[config.mk]
export PLATFORM = sky130hd
export DESIGN_NAME = dsp48_mac_seq_flat
export DESIGN_NICKNAME = d
export VERILOG_FILES = /design/src/rtl/dsp48_mac_seq_if.sv /design/src/rtl/dsp48_mac_seq.sv /design/src/flat_wrapper.sv
export SDC_FILE = /design/constraint.sdc
export NUM_CORES = 1
export LEC_CHECK = 0
export ABC_AREA = 1
export ABC_CLOCK_PERIOD_IN_PS = 2100
export BUFFER_PORTS_ARGS = -buffer_cell sky130_fd_sc_hd__buf_2
export CAP_MARGIN = 30
export CORE_ASPECT_RATIO = 1.2
export CORE_UTILIZATION = 48
export CTS_CLUSTER_DIAMETER = 40
export DETAILED_ROUTE_END_ITERATION = 10
export GPL_TIMING_DRIVEN = 0
export MAX_ROUTING_LAYER = met4
export PLACE_DENSITY_LB_ADDON = 0.05
export SKIP_LAST_GASP = 1
export SYNTH_ARGS = -nofsm -noshare
export SYNTH_HDL_FRONTEND = slang
export SYNTH_SLANG_ARGS = --single-unit
[constraint.sdc]
create_clock -name clk -period 2.1 [get_ports clk]
set_input_delay 0.42 -clock clk [delete_from_list [all_inputs] [get_ports clk]]
set_output_delay 0.42 -clock clk [all_outputs]
set_load 0.02 [all_outputs]
[src/rtl/dsp48_mac_seq_if.sv]
// Job/operand/result handshake bundle between a host and the DSP48 MAC sequencer.
interface dsp48_mac_seq_if #(
  parameter int LEN_W = 8,
  parameter int P_W   = 48
);
  logic             start;
  logic [LEN_W-1:0] len;
  logic             busy;
  logic             in_valid;
  logic             in_ready;
  logic             res_valid;
  logic             res_ready;
  logic [P_W-1:0]   result;

  modport master (
    output start, len, in_valid, res_ready,
    input  busy, in_ready, res_valid, result
  );

  modport slave (
    input  start, len, in_valid, res_ready,
    output busy, in_ready, res_valid, result
  );
endinterface

[src/rtl/dsp48_mac_seq.sv]
// Sequencer driving a DSP48A1 slice (AREG/BREG/MREG/PREG/OPMODEREG=1) through a
// dot-product job: one CE/OPMODE tag per accepted A/B pair, result captured from P.
module dsp48_mac_seq #(
  parameter int LEN_W = 8,
  parameter int P_W   = 48
) (
  input  logic                 clk,
  input  logic                 rstn,
  dsp48_mac_seq_if.slave       bus,
  output logic                 cea,
  output logic                 ceb,
  output logic                 cem,
  output logic                 cep,
  output logic                 ceopmode,
  output logic [7:0]           opmode,
  input  logic [P_W-1:0]       p_in
);

  typedef enum logic [1:0] {IDLE, RUN, DRAIN, HOLD} state_t;

  state_t           state, state_d;
  logic [LEN_W-1:0] cnt, len_r;
  logic             in_ready_q;
  logic             v1, f1, v2;
  logic [P_W-1:0]   result_q;
  logic             acc, last;

  assign acc  = bus.in_valid & in_ready_q;
  assign last = (cnt == len_r - LEN_W'(1));

  assign bus.in_ready  = in_ready_q;
  assign bus.busy      = (state != IDLE);
  assign bus.res_valid = (state == HOLD);
  assign bus.result    = result_q;

  always_ff @(posedge clk or negedge rstn) begin
    if (!rstn) state <= IDLE;
    else       state <= state_d;
  end

  // Stage 1 (v1/f1) times M and OPMODE loads, stage 2 (v2) times the P load.
  always_comb begin
    state_d  = state;
    cea      = acc;
    ceb      = acc;
    cem      = v1;
    ceopmode = v1;
    cep      = v2;
    opmode   = 8'h00;
    if (v1) opmode = f1 ? 8'h01 : 8'h09;
    case (state)
      IDLE:    if (bus.start) state_d = (bus.len != '0) ? RUN : HOLD;
      RUN:     if (acc && last) state_d = DRAIN;
      DRAIN:   if (!v1 && !v2) state_d = HOLD;
      HOLD:    if (bus.res_ready) state_d = IDLE;
      default: state_d = IDLE;
    endcase
  end

  always_ff @(posedge clk or negedge rstn) begin
    if (!rstn) begin
      cnt        <= '0;
      len_r      <= '0;
      in_ready_q <= 1'b0;
      v1         <= 1'b0;
      f1         <= 1'b0;
      v2         <= 1'b0;
      result_q   <= '0;
    end else begin
      in_ready_q <= (state_d == RUN);
      v1         <= acc;
      f1         <= acc && (cnt == '0);
      v2         <= v1;
      case (state)
        IDLE: if (bus.start) begin
          cnt   <= '0;
          len_r <= bus.len;
          if (bus.len == '0) result_q <= '0;
        end
        RUN:   if (acc) cnt <= cnt + LEN_W'(1);
        // P settles the cycle after the last cep, which is when both tags are clear.
        DRAIN: if (state_d == HOLD) result_q <= p_in;
        default: ;
      endcase
    end
  end

endmodule
[src/flat_wrapper.sv]
// flat-port wrapper written by rule: the top's interface ports become plain ports
module dsp48_mac_seq_flat 
#(
  parameter int LEN_W = 8,
  parameter int P_W   = 48
)
  (clk, rstn, cea, ceb, cem, cep, ceopmode, opmode, p_in, bus_start, bus_len, bus_in_valid, bus_res_ready, bus_busy, bus_in_ready, bus_res_valid, bus_result);
  dsp48_mac_seq_if #(.LEN_W(LEN_W), .P_W(P_W)) bus_i ();
  input  logic clk;
  input  logic rstn;
  output logic cea;
  output logic ceb;
  output logic cem;
  output logic cep;
  output logic ceopmode;
  output logic [7:0] opmode;
  input  logic [P_W-1:0] p_in;
  input wire logic [$bits(bus_i.start)-1:0] bus_start;
  input wire logic [$bits(bus_i.len)-1:0] bus_len;
  input wire logic [$bits(bus_i.in_valid)-1:0] bus_in_valid;
  input wire logic [$bits(bus_i.res_ready)-1:0] bus_res_ready;
  output wire logic [$bits(bus_i.busy)-1:0] bus_busy;
  output wire logic [$bits(bus_i.in_ready)-1:0] bus_in_ready;
  output wire logic [$bits(bus_i.res_valid)-1:0] bus_res_valid;
  output wire logic [$bits(bus_i.result)-1:0] bus_result;
  assign bus_i.start = bus_start;
  assign bus_i.len = bus_len;
  assign bus_i.in_valid = bus_in_valid;
  assign bus_i.res_ready = bus_res_ready;
  assign bus_busy = bus_i.busy;
  assign bus_in_ready = bus_i.in_ready;
  assign bus_res_valid = bus_i.res_valid;
  assign bus_result = bus_i.result;
  dsp48_mac_seq #(.LEN_W(LEN_W), .P_W(P_W)) u_core (.clk(clk), .rstn(rstn), .bus(bus_i), .cea(cea), .ceb(ceb), .cem(cem), .cep(cep), .ceopmode(ceopmode), .opmode(opmode), .p_in(p_in));
endmodule
Word level (Yosys, flattened, before mapping):

Cells that the tools add are included.

* register bits: 70
* bits in latches: 0
* bits in writable memories: 0
* memory bits (read-only): 0
* bits of input ports: 61
* output and inout port bits: 64
* memories: 0

* add/sub/neg operators: 2
* multiply operators: 0
* divide/modulo/power cells: 0
* $lt $le $gt $ge: 0
* equal/unequal tests: 10
* shifts and indexed selects: 0
* muxes and demuxes: 15
* bitwise operators: 1
* reduce and logical (&&, ||, !) cells: 15

Operator list (number)
* two-way mux 48 bit: 3
* case mux 48 bit (2 select lines): 1
* two-way mux 8 bit: 3
* logical NOT 8 bit: 2
* case mux 8 bit (2 select lines): 1
* two-way mux 2 bit: 5
* adder 8 x 1 -> 8 bit, second input constant: 1
* equality test 8 bit: 1
* case mux 2 bit (4 select lines): 1
* nonzero test 8 bit: 1
* subtractor 8 x 1 -> 8 bit, second input constant: 1
* equality test 2 bit, second input constant: 3
* != test 2 x 1 -> 1 bit, second input constant: 3
* nonzero test 2 bit: 3
* equality test 2 x 1 -> 1 bit, second input constant: 2
* two-way mux 4 bit: 1
* AND reduction 4 bit: 1
* logical AND 1 bit: 3
* AND reduction 3 bit: 1
* logical NOT 1 bit: 2
* logical NOT 2 bit: 1
* != test 2 bit, second input constant: 1
* AND reduction 2 bit: 1
* AND 1 bit: 1

Logic depth before layout (Yosys ltp):

Gate-level depths: netlist of run 1.

* depth after elaboration: 8
* depth in mapped cells: 14
* mapped depth without buffers: 14

Worst setup path before layout of run 1:

Ideal clock, no wire load.

* kind: reg2reg
* start: reg u_core.in_ready_q (netlist: u_core.bus.in_ready)
* end: reg u_core.cnt[7]
* library setup time: 0.122 ns
* data arrival time: 1.427 ns
* data required time: 1.978 ns
* path slack: 0.551 ns
* stages on the path, launching flop included: 10
* buffers on the path: 0
* clock period less this slack: 1.549 ns
* path through: dfrtp_1 > nand2_1 > inv_1 > nand3_2 > nand2_2 > nand2_1 > nor2_2 > nand4_1 > o21ai_1 > a21oi_1

* word-level cells in the longest chain between the ends: 3

RTL lines
* from (decl): RTL line dsp48_mac_seq.sv:23 `logic in_ready_q;`
* from (signal assigned): RTL line dsp48_mac_seq.sv:70 `in_ready_q <= (state_d == RUN);`
* AND 1 bit: RTL line dsp48_mac_seq.sv:28 `assign acc = bus.in_valid & in_ready_q;`
* via cea: RTL line flat_wrapper.sv:11 `output logic cea;`
* != test 2 x 1 -> 1 bit (no line)
* AND reduction 3 bit (no line)
* to (signal assigned): RTL line dsp48_mac_seq.sv:80 `RUN: if (acc) cnt <= cnt + LEN_W'(1);`
* to (decl): RTL line dsp48_mac_seq.sv:22 `logic [LEN_W-1:0] cnt, len_r;`

The timed path passes the listed nets, and every way through them passes these cells.
A chain may end at the register's enable or synchronous reset.

Worst setup path in the final report of run 1:

* start: reg u_core.len_r[0]
* end: reg u_core.in_ready_q (netlist: u_core.bus.in_ready)

* word-level cells in the longest chain between the ends: 6

RTL lines
* from (decl): RTL line dsp48_mac_seq.sv:22
* from (signal assigned): RTL line dsp48_mac_seq.sv:77 `len_r <= bus.len;`
* subtractor 8 x 1 -> 8 bit: RTL line dsp48_mac_seq.sv:29 `assign last = (cnt == len_r - LEN_W'(1));`
* equality test 8 bit: RTL line dsp48_mac_seq.sv:29
* logical AND 1 bit: RTL line dsp48_mac_seq.sv:53 `RUN: if (acc && last) state_d = DRAIN;`
* two-way mux 2 bit: RTL line dsp48_mac_seq.sv:53
* case mux 2 bit (4 select lines): RTL line dsp48_mac_seq.sv:51 `case (state)`
* equality test 2 x 1 -> 1 bit: RTL line dsp48_mac_seq.sv:70

Every way passes these cells.

==> results of run 1 <==
per-layer routing:
layer	GRT usage, %	vias to the layer above	routed length, um
li1	-	1487	-
met1	30.8	1407	3370
met2	39.1	88	3950
met3	4.43	12	363
met4	10.2	0	143
met5	-	-	0
area by class of cell:
type,instances,area (um^2),share of cell area [%]
flip-flops and latches,70,1750,40.8
well taps,85,106,2.48
multi-input cells,269,1300,30.2
inverters,29,111,2.59
clock buffers,11,151,3.52
clock inverters,5,129,3.00
repair buffers,118,593,13.8
plain buffers,25,156,3.64
kinds of logic after synthesis:
group           after synthesis  synth area share (%)
flops                        70                  53.1
simple gates                182                  23.7
xor+xnor                      6                  1.59
buf+inv                      54                  8.12
fa+ha+maj                     3                  1.14
compound gates               72                  12.2
other cells                   1                 0.114
cells in the mapped netlist (all sizes together):
cell type | instances | area, um^2
nand2 | 45 | 171
nor4 | 2 | 12.5
clkbuf | 5 | 18.8
ha | 3 | 37.5
xor2 | 2 | 17.5
o22ai | 1 | 6.26
nor2 | 113 | 457
buf | 20 | 138
a21oi | 9 | 45.0
nor3 | 4 | 20.0
nand3 | 15 | 103
inv | 29 | 111
xnor2 | 4 | 35.0
o21ai | 61 | 343
o211ai | 1 | 7.51
nand4 | 3 | 18.8
conb | 1 | 3.75
dfrtp | 70 | 1750
metrics by stage:
step                      cells  instance area, um^2
after floorplan             393                 3320
after global placement      596                 4010
after detailed placement    596                 4020
after CTS                   612                 4300
after global routing        612                 4300
final                       612                 4300
worst max-delay path by stage:
stage,start,endpoint,depth (start not counted)
2_1_floorplan,u_core.bus.in_ready,u_core.cnt[7],9
3_3_place_gp,rstn,u_core.bus.result[24],1
3_5_place_dp,bus_len[1],u_core.bus.result[0],7
4_1_cts,u_core.len_r[0],u_core.bus.in_ready,11
5_1_grt,u_core.len_r[0],u_core.bus.in_ready,13
6_report,u_core.len_r[0],u_core.bus.in_ready,11
where the power goes:
group	internal (mW)	switching, mW	leakage, nW
sequential	1.77	0.299	0.807
clock	0.977	0.526	0.140
combinational	0.694	1.17	1.28
total	3.44	1.99	2.22
registers in the layout, summed over array words and instances (netlist names):
| register | count |
|---|---|
| u_core.f1 | 1 |
| u_core.cem | 1 |
| u_core.bus.result | 48 |
| u_core.state | 2 |
| u_core.cnt | 8 |
| u_core.bus.in_ready | 1 |
| u_core.len_r | 8 |
| u_core.cep | 1 |
worst reg2reg max path, stage by stage, from the launching register on:
cell     delay (ns)
dfrtp_1        0.38
inv_1          0.15
ha_1           0.22
nand3_1        0.15
o21ai_0        0.19
nand3_1        0.10
nor2_1         0.10
nand3_1        0.09
nand2_1        0.09
nand2_1        0.05
nand2_1        0.08
nor2_1         0.05
placed cells by master, fill, tap and decap left out, types with 4 or more instances in the layout:
master     Yosys  final
a21oi_1        9      9
buf_2          8    125
buf_4         10     11
bufinv_16      0      4
clkbuf_1       5      5
clkbuf_8       0     11
conb_1         1      6
dfrtp_1       70     70
inv_1         25     25
nand2_1       44     44
nand3_1       11     11
nor2_1       100    100
nor2_2        13     13
nor3_1         4      4
o21ai_0       47     47
o21ai_1        4      4
o21ai_2       10     10
xnor2_1        4      4
==> impl_metrics.env, run 1 <==
export IMPL_status="finished, final reports clean"
export IMPL_cts_buffers=9
export IMPL_worst_slack_ns=0.353
export IMPL_power_mw=5.43
export IMPL_post_place_ws_ns=0.303
export IMPL_critPathMaxStageDelay_ns=0.38
export IMPL_io_buffer_count=118
export IMPL_drt_first_iter_violations=130
export IMPL_maxSlewHeadroom_pct=40.2
export IMPL_worstPathMaxFanout=6
export IMPL_skew_ns=0.00839
export IMPL_path_class="flip-flop to flip-flop"
export IMPL_ys_seq_elements=70
export IMPL_p_leak_nw=2.22
export IMPL_cts_tree="yes"
export IMPL_via_count=2994
export IMPL_place_hpwl_um=5600
export IMPL_cts_setup_buffers=0
export IMPL_arrival_ns=1.98
export IMPL_fin_setup_tns_ns=0
export IMPL_hold_ws_ns=0.195
export IMPL_cts_resized=0
export IMPL_drt_wirelength_per_cell_um=12.8
export IMPL_fillCellCount=587
export IMPL_grt_max_degree=71
export IMPL_slew_violations=0
export IMPL_ys_seq_area_share_pct=53.1
export IMPL_crit_path_end_kind="flip-flop"
export IMPL_grt_pass1_wl_um=13300
export IMPL_final_hold_viol_count=0
export IMPL_dieArea_um2=7210
export IMPL_clk_pin_slew_ns=0.08
export IMPL_wl_um=7820
export IMPL_via_per_inst=4.89
export IMPL_synth_cells=388
export IMPL_place_congestion=0.796
export IMPL_gr_usage_all_layers_pct=24.5
export IMPL_clk_insertion_delay_late_ns=0.34
export IMPL_worstPathRequired_ns=2.33
export IMPL_period_needed_ns=1.75
export IMPL_r2r_slack_ns=0.35
export IMPL_n_antenna_cell=0
export IMPL_r2r_start="u_core.len_r[0]"
export IMPL_ys_types=28
export IMPL_setup_viol=0
export IMPL_final_layout_size_suffix_gt1_share_pct=35.3
export IMPL_cts_max_level=3
export IMPL_worstMarginPinSlew_ns=0.897
export IMPL_critPathSlowestCell="dfrtp_1"
export IMPL_drtAntennaViolNets=0
export IMPL_die_x_um=77.7
export IMPL_drcViolationCount=0
export IMPL_cts_buffer_depth=2
export IMPL_avgSynthCellArea_um2=8.50
export IMPL_ctsHoldBuffers=0
export IMPL_crit_path_cell_trace="inv_1, ha_1, nand3_1, o21ai_0, nand3_1, nor2_1, nand3_1, nand2_1, nand2_1, nand2_1, nor2_1"
export IMPL_fin_util_pct=65.8
export IMPL_dr_pass1_iters=4
export IMPL_fin_crit_sh_pct=83.2
export IMPL_powerDensity_nw_per_um2=1260
export IMPL_startpoint_type="flip-flop"
export IMPL_coreArea_um2=6530
export IMPL_root_buffer="clkbuf_8"
export IMPL_crit_buf_inv=1
export IMPL_hold_class="primary input to async pin"
export IMPL_max_freq_mhz=573
export IMPL_grt_overflow=0
export IMPL_yosysWarnings=0
export IMPL_peakVddDrop_mv=0.586
export IMPL_r2r_end="u_core.bus.in_ready"
export IMPL_synth_area_um2=3300
export IMPL_die_height_um=92.8
export IMPL_ff2ff_path_depth=11
export IMPL_fin_nets=586
export IMPL_antenna_found_initial=0
export IMPL_io_pins=125
export IMPL_rsz0062_at_grt="false"
export IMPL_cts_sinks=70
export IMPL_drv_cap=0
export IMPL_start_util_pct=50.5
export IMPL_grt_pass1_vias=2914
export IMPL_path_delay_family="simple AND/OR/NAND/NOR gates"
export IMPL_area_growth_pct=30.3
export IMPL_rows=32
No activity file was read; power rests on OpenSTA's default activity.
==> run 2: changes to the inputs <==
- ABC_CLOCK_PERIOD_IN_PS: 2100 -> 1600
- CORE_UTILIZATION: 48 -> 44
- clock period: 2.1 -> 1.6 ns (I/O delays scaled with it)
==> impl_metrics.env, run 2 (synthesized netlist as in run 1, its figures left out) <==
export IMPL_status="finished, final reports clean"
export IMPL_max_freq_mhz=630
export IMPL_placedCellCount=602
export IMPL_maxSlewHeadroom_pct=62.9
export IMPL_critPathMostFrequentCell="nand2_2"
export IMPL_drtAntennaViolNets=0
export IMPL_cts_buffers=9
export IMPL_fillCellCount=691
export IMPL_hold_class="primary input to flip-flop"
export IMPL_seq_area_um2=1750
export IMPL_cts_sinks=70
export IMPL_cts_tree="yes"
export IMPL_worstPathMaxFanout=2
export IMPL_critPathSlowestCell="dfrtp_1"
export IMPL_mostFrequentLayoutCells="buf_2, nor2_1, dfrtp_1"
export IMPL_fin_setup_tns_ns=0
export IMPL_root_buffer="clkbuf_8"
export IMPL_grt_pass1_vias=3037
export IMPL_final_layout_size_suffix_gt1_share_pct=41.2
export IMPL_clk_pin_slew_ns=0.08
export IMPL_place_hpwl_um=5840
export IMPL_cts_buffer_depth=2
export IMPL_power_mw=7.16
export IMPL_slew_violations=0
export IMPL_crit_path_cell_trace="inv_2, ha_4, xnor2_1, nor2_1, nand3_2, nor2_2, nand3_2, nand2_2, nand2_2, nand2_2, inv_1"
export IMPL_io_pins=125
export IMPL_die_height_um=96.8
export IMPL_fin_util_pct=62.2
export IMPL_largest_register_ffs=48
export IMPL_via_count=3052
export IMPL_start_util_pct=45.6
export IMPL_antenna_found_initial=0
export IMPL_drcViolationCount=0
export IMPL_worstMarginPinSlew_ns=0.552
export IMPL_n_antenna_cell=0
export IMPL_layout_commonest_cell="buf_2"
export IMPL_via_per_inst=4.84
export IMPL_powerDensity_nw_per_um2=1590
export IMPL_final_instance_count_excl_fill=631
export IMPL_startpoint_type="flip-flop"
export IMPL_peakVddDrop_mv=0.833
export IMPL_io_buffer_count=118
export IMPL_rows=34
export IMPL_multi_input_area_um2=1410
export IMPL_fin_crit_sh_pct=99.3
export IMPL_critPathMaxStageDelay_ns=0.40
export IMPL_grt_overflow=0
export IMPL_crit_path_end_kind="flip-flop"
export IMPL_wl_um=8400
export IMPL_rsz0062_at_grt="true"
export IMPL_grt_max_degree=71
export IMPL_worstPathRequired_ns=1.84
export IMPL_drt_wirelength_per_cell_um=13.3
export IMPL_drv_cap=0
export IMPL_place_congestion=0.811
export IMPL_final_hold_viol_count=0
export IMPL_skew_ns=0.00775
export IMPL_coreArea_um2=7230
export IMPL_p_leak_nw=2.28
export IMPL_grt_pass1_wl_um=13500
export IMPL_dr_pass1_iters=5
export IMPL_drt_first_iter_violations=87
export IMPL_gr_usage_all_layers_pct=23.1
export IMPL_area_growth_pct=36.4
export IMPL_fin_nets=601
export IMPL_dieArea_um2=7840
export IMPL_path_class="flip-flop to flip-flop"
export IMPL_clk_insertion_delay_late_ns=0.34
export IMPL_die_x_um=81.0
export IMPL_period_needed_ns=1.59
export IMPL_setup_viol=0
export IMPL_arrival_ns=1.83
export IMPL_cts_max_level=3
[run 2: cell types whose count changed in the layout (fill, tap and decap cells not counted), sizes merged]
cell / previous run / this run
buf: 138 / 150
bufinv: 4 / 2
clkinv: 1 / 4
dlygate4sd3: 0 / 1
[run 2: path summary, 6_finish.rpt]
kind | start | cells past startpoint | slack [ns] | endpoint
max in group asynchronous | rstn | 3 | 0.76 | u_core.bus.result[38]
worst max register to register | u_core.len_r[1] | 11 | 0.01 | u_core.state[0]
min in group asynchronous | rstn | 3 | 0.51 | u_core.len_r[3]
worst min register to register | u_core.len_r[7] | 2 | 0.51 | u_core.len_r[7]
worst min-delay path | bus_len[6] | 3 | 0.19 | u_core.len_r[6]
worst max-delay path | u_core.len_r[1] | 11 | 0.01 | u_core.state[0]
[run 2: metrics by stage]
step,hold WS (ns),worst slack [ns],cell area (um^2)
final,0.194,0.0120,4500
after global routing,0.189,-0.105,4500
after CTS,0.182,0.00241,4340
after detailed placement,0.364,-0.170,4050
after global placement,0.456,-0.218,4020
after floorplan,0.0244,0.0506,3320
[run 2: what timing repair did]
| action | in CTS | in global routing |
|---|---|---|
| setup endpoints to repair | 13 | 53 |
| pin swaps | 6 | 14 |
| hold buffers | 1 | 0 |
| hold endpoints to repair | 20 | 0 |
| gates resized for setup | 8 | 33 |
| buffers inserted | 5 | 8 |
[run 2: worst max-delay path: cells and delay by family (launching register included)]
family                   cells  cell delay, ns
XOR/XNOR                     1            0.12
adder cells (fa/ha/maj)      1            0.20
flip-flops                   1            0.40
AND/OR/NAND/NOR              7            0.64
buffers and inverters        2            0.13
[run 2: layout make-up]
type	instances	share of cell area [%]
well taps	90	2.50
clock inverters	6	1.95
clock buffers	9	2.76
repair buffers	133	16.2
inverters	29	2.53
plain buffers	25	3.67
flip-flops and latches	70	39.0
multi-input cells	269	31.4
[run 2: layer usage]
metal	track usage, %	wire, um
met2	37.7	4510
met3	4.72	374
met4	10.7	143
met1	26.7	3370
met5	-	0
[run 2: where the power goes]
group | total, mW | internal, mW | switching, mW
Sequential | 2.73 | 2.32 | 0.409
Combinational | 2.88 | 1.15 | 1.74
Clock | 1.54 | 0.869 | 0.676
Total | 7.16 | 4.33 | 2.82
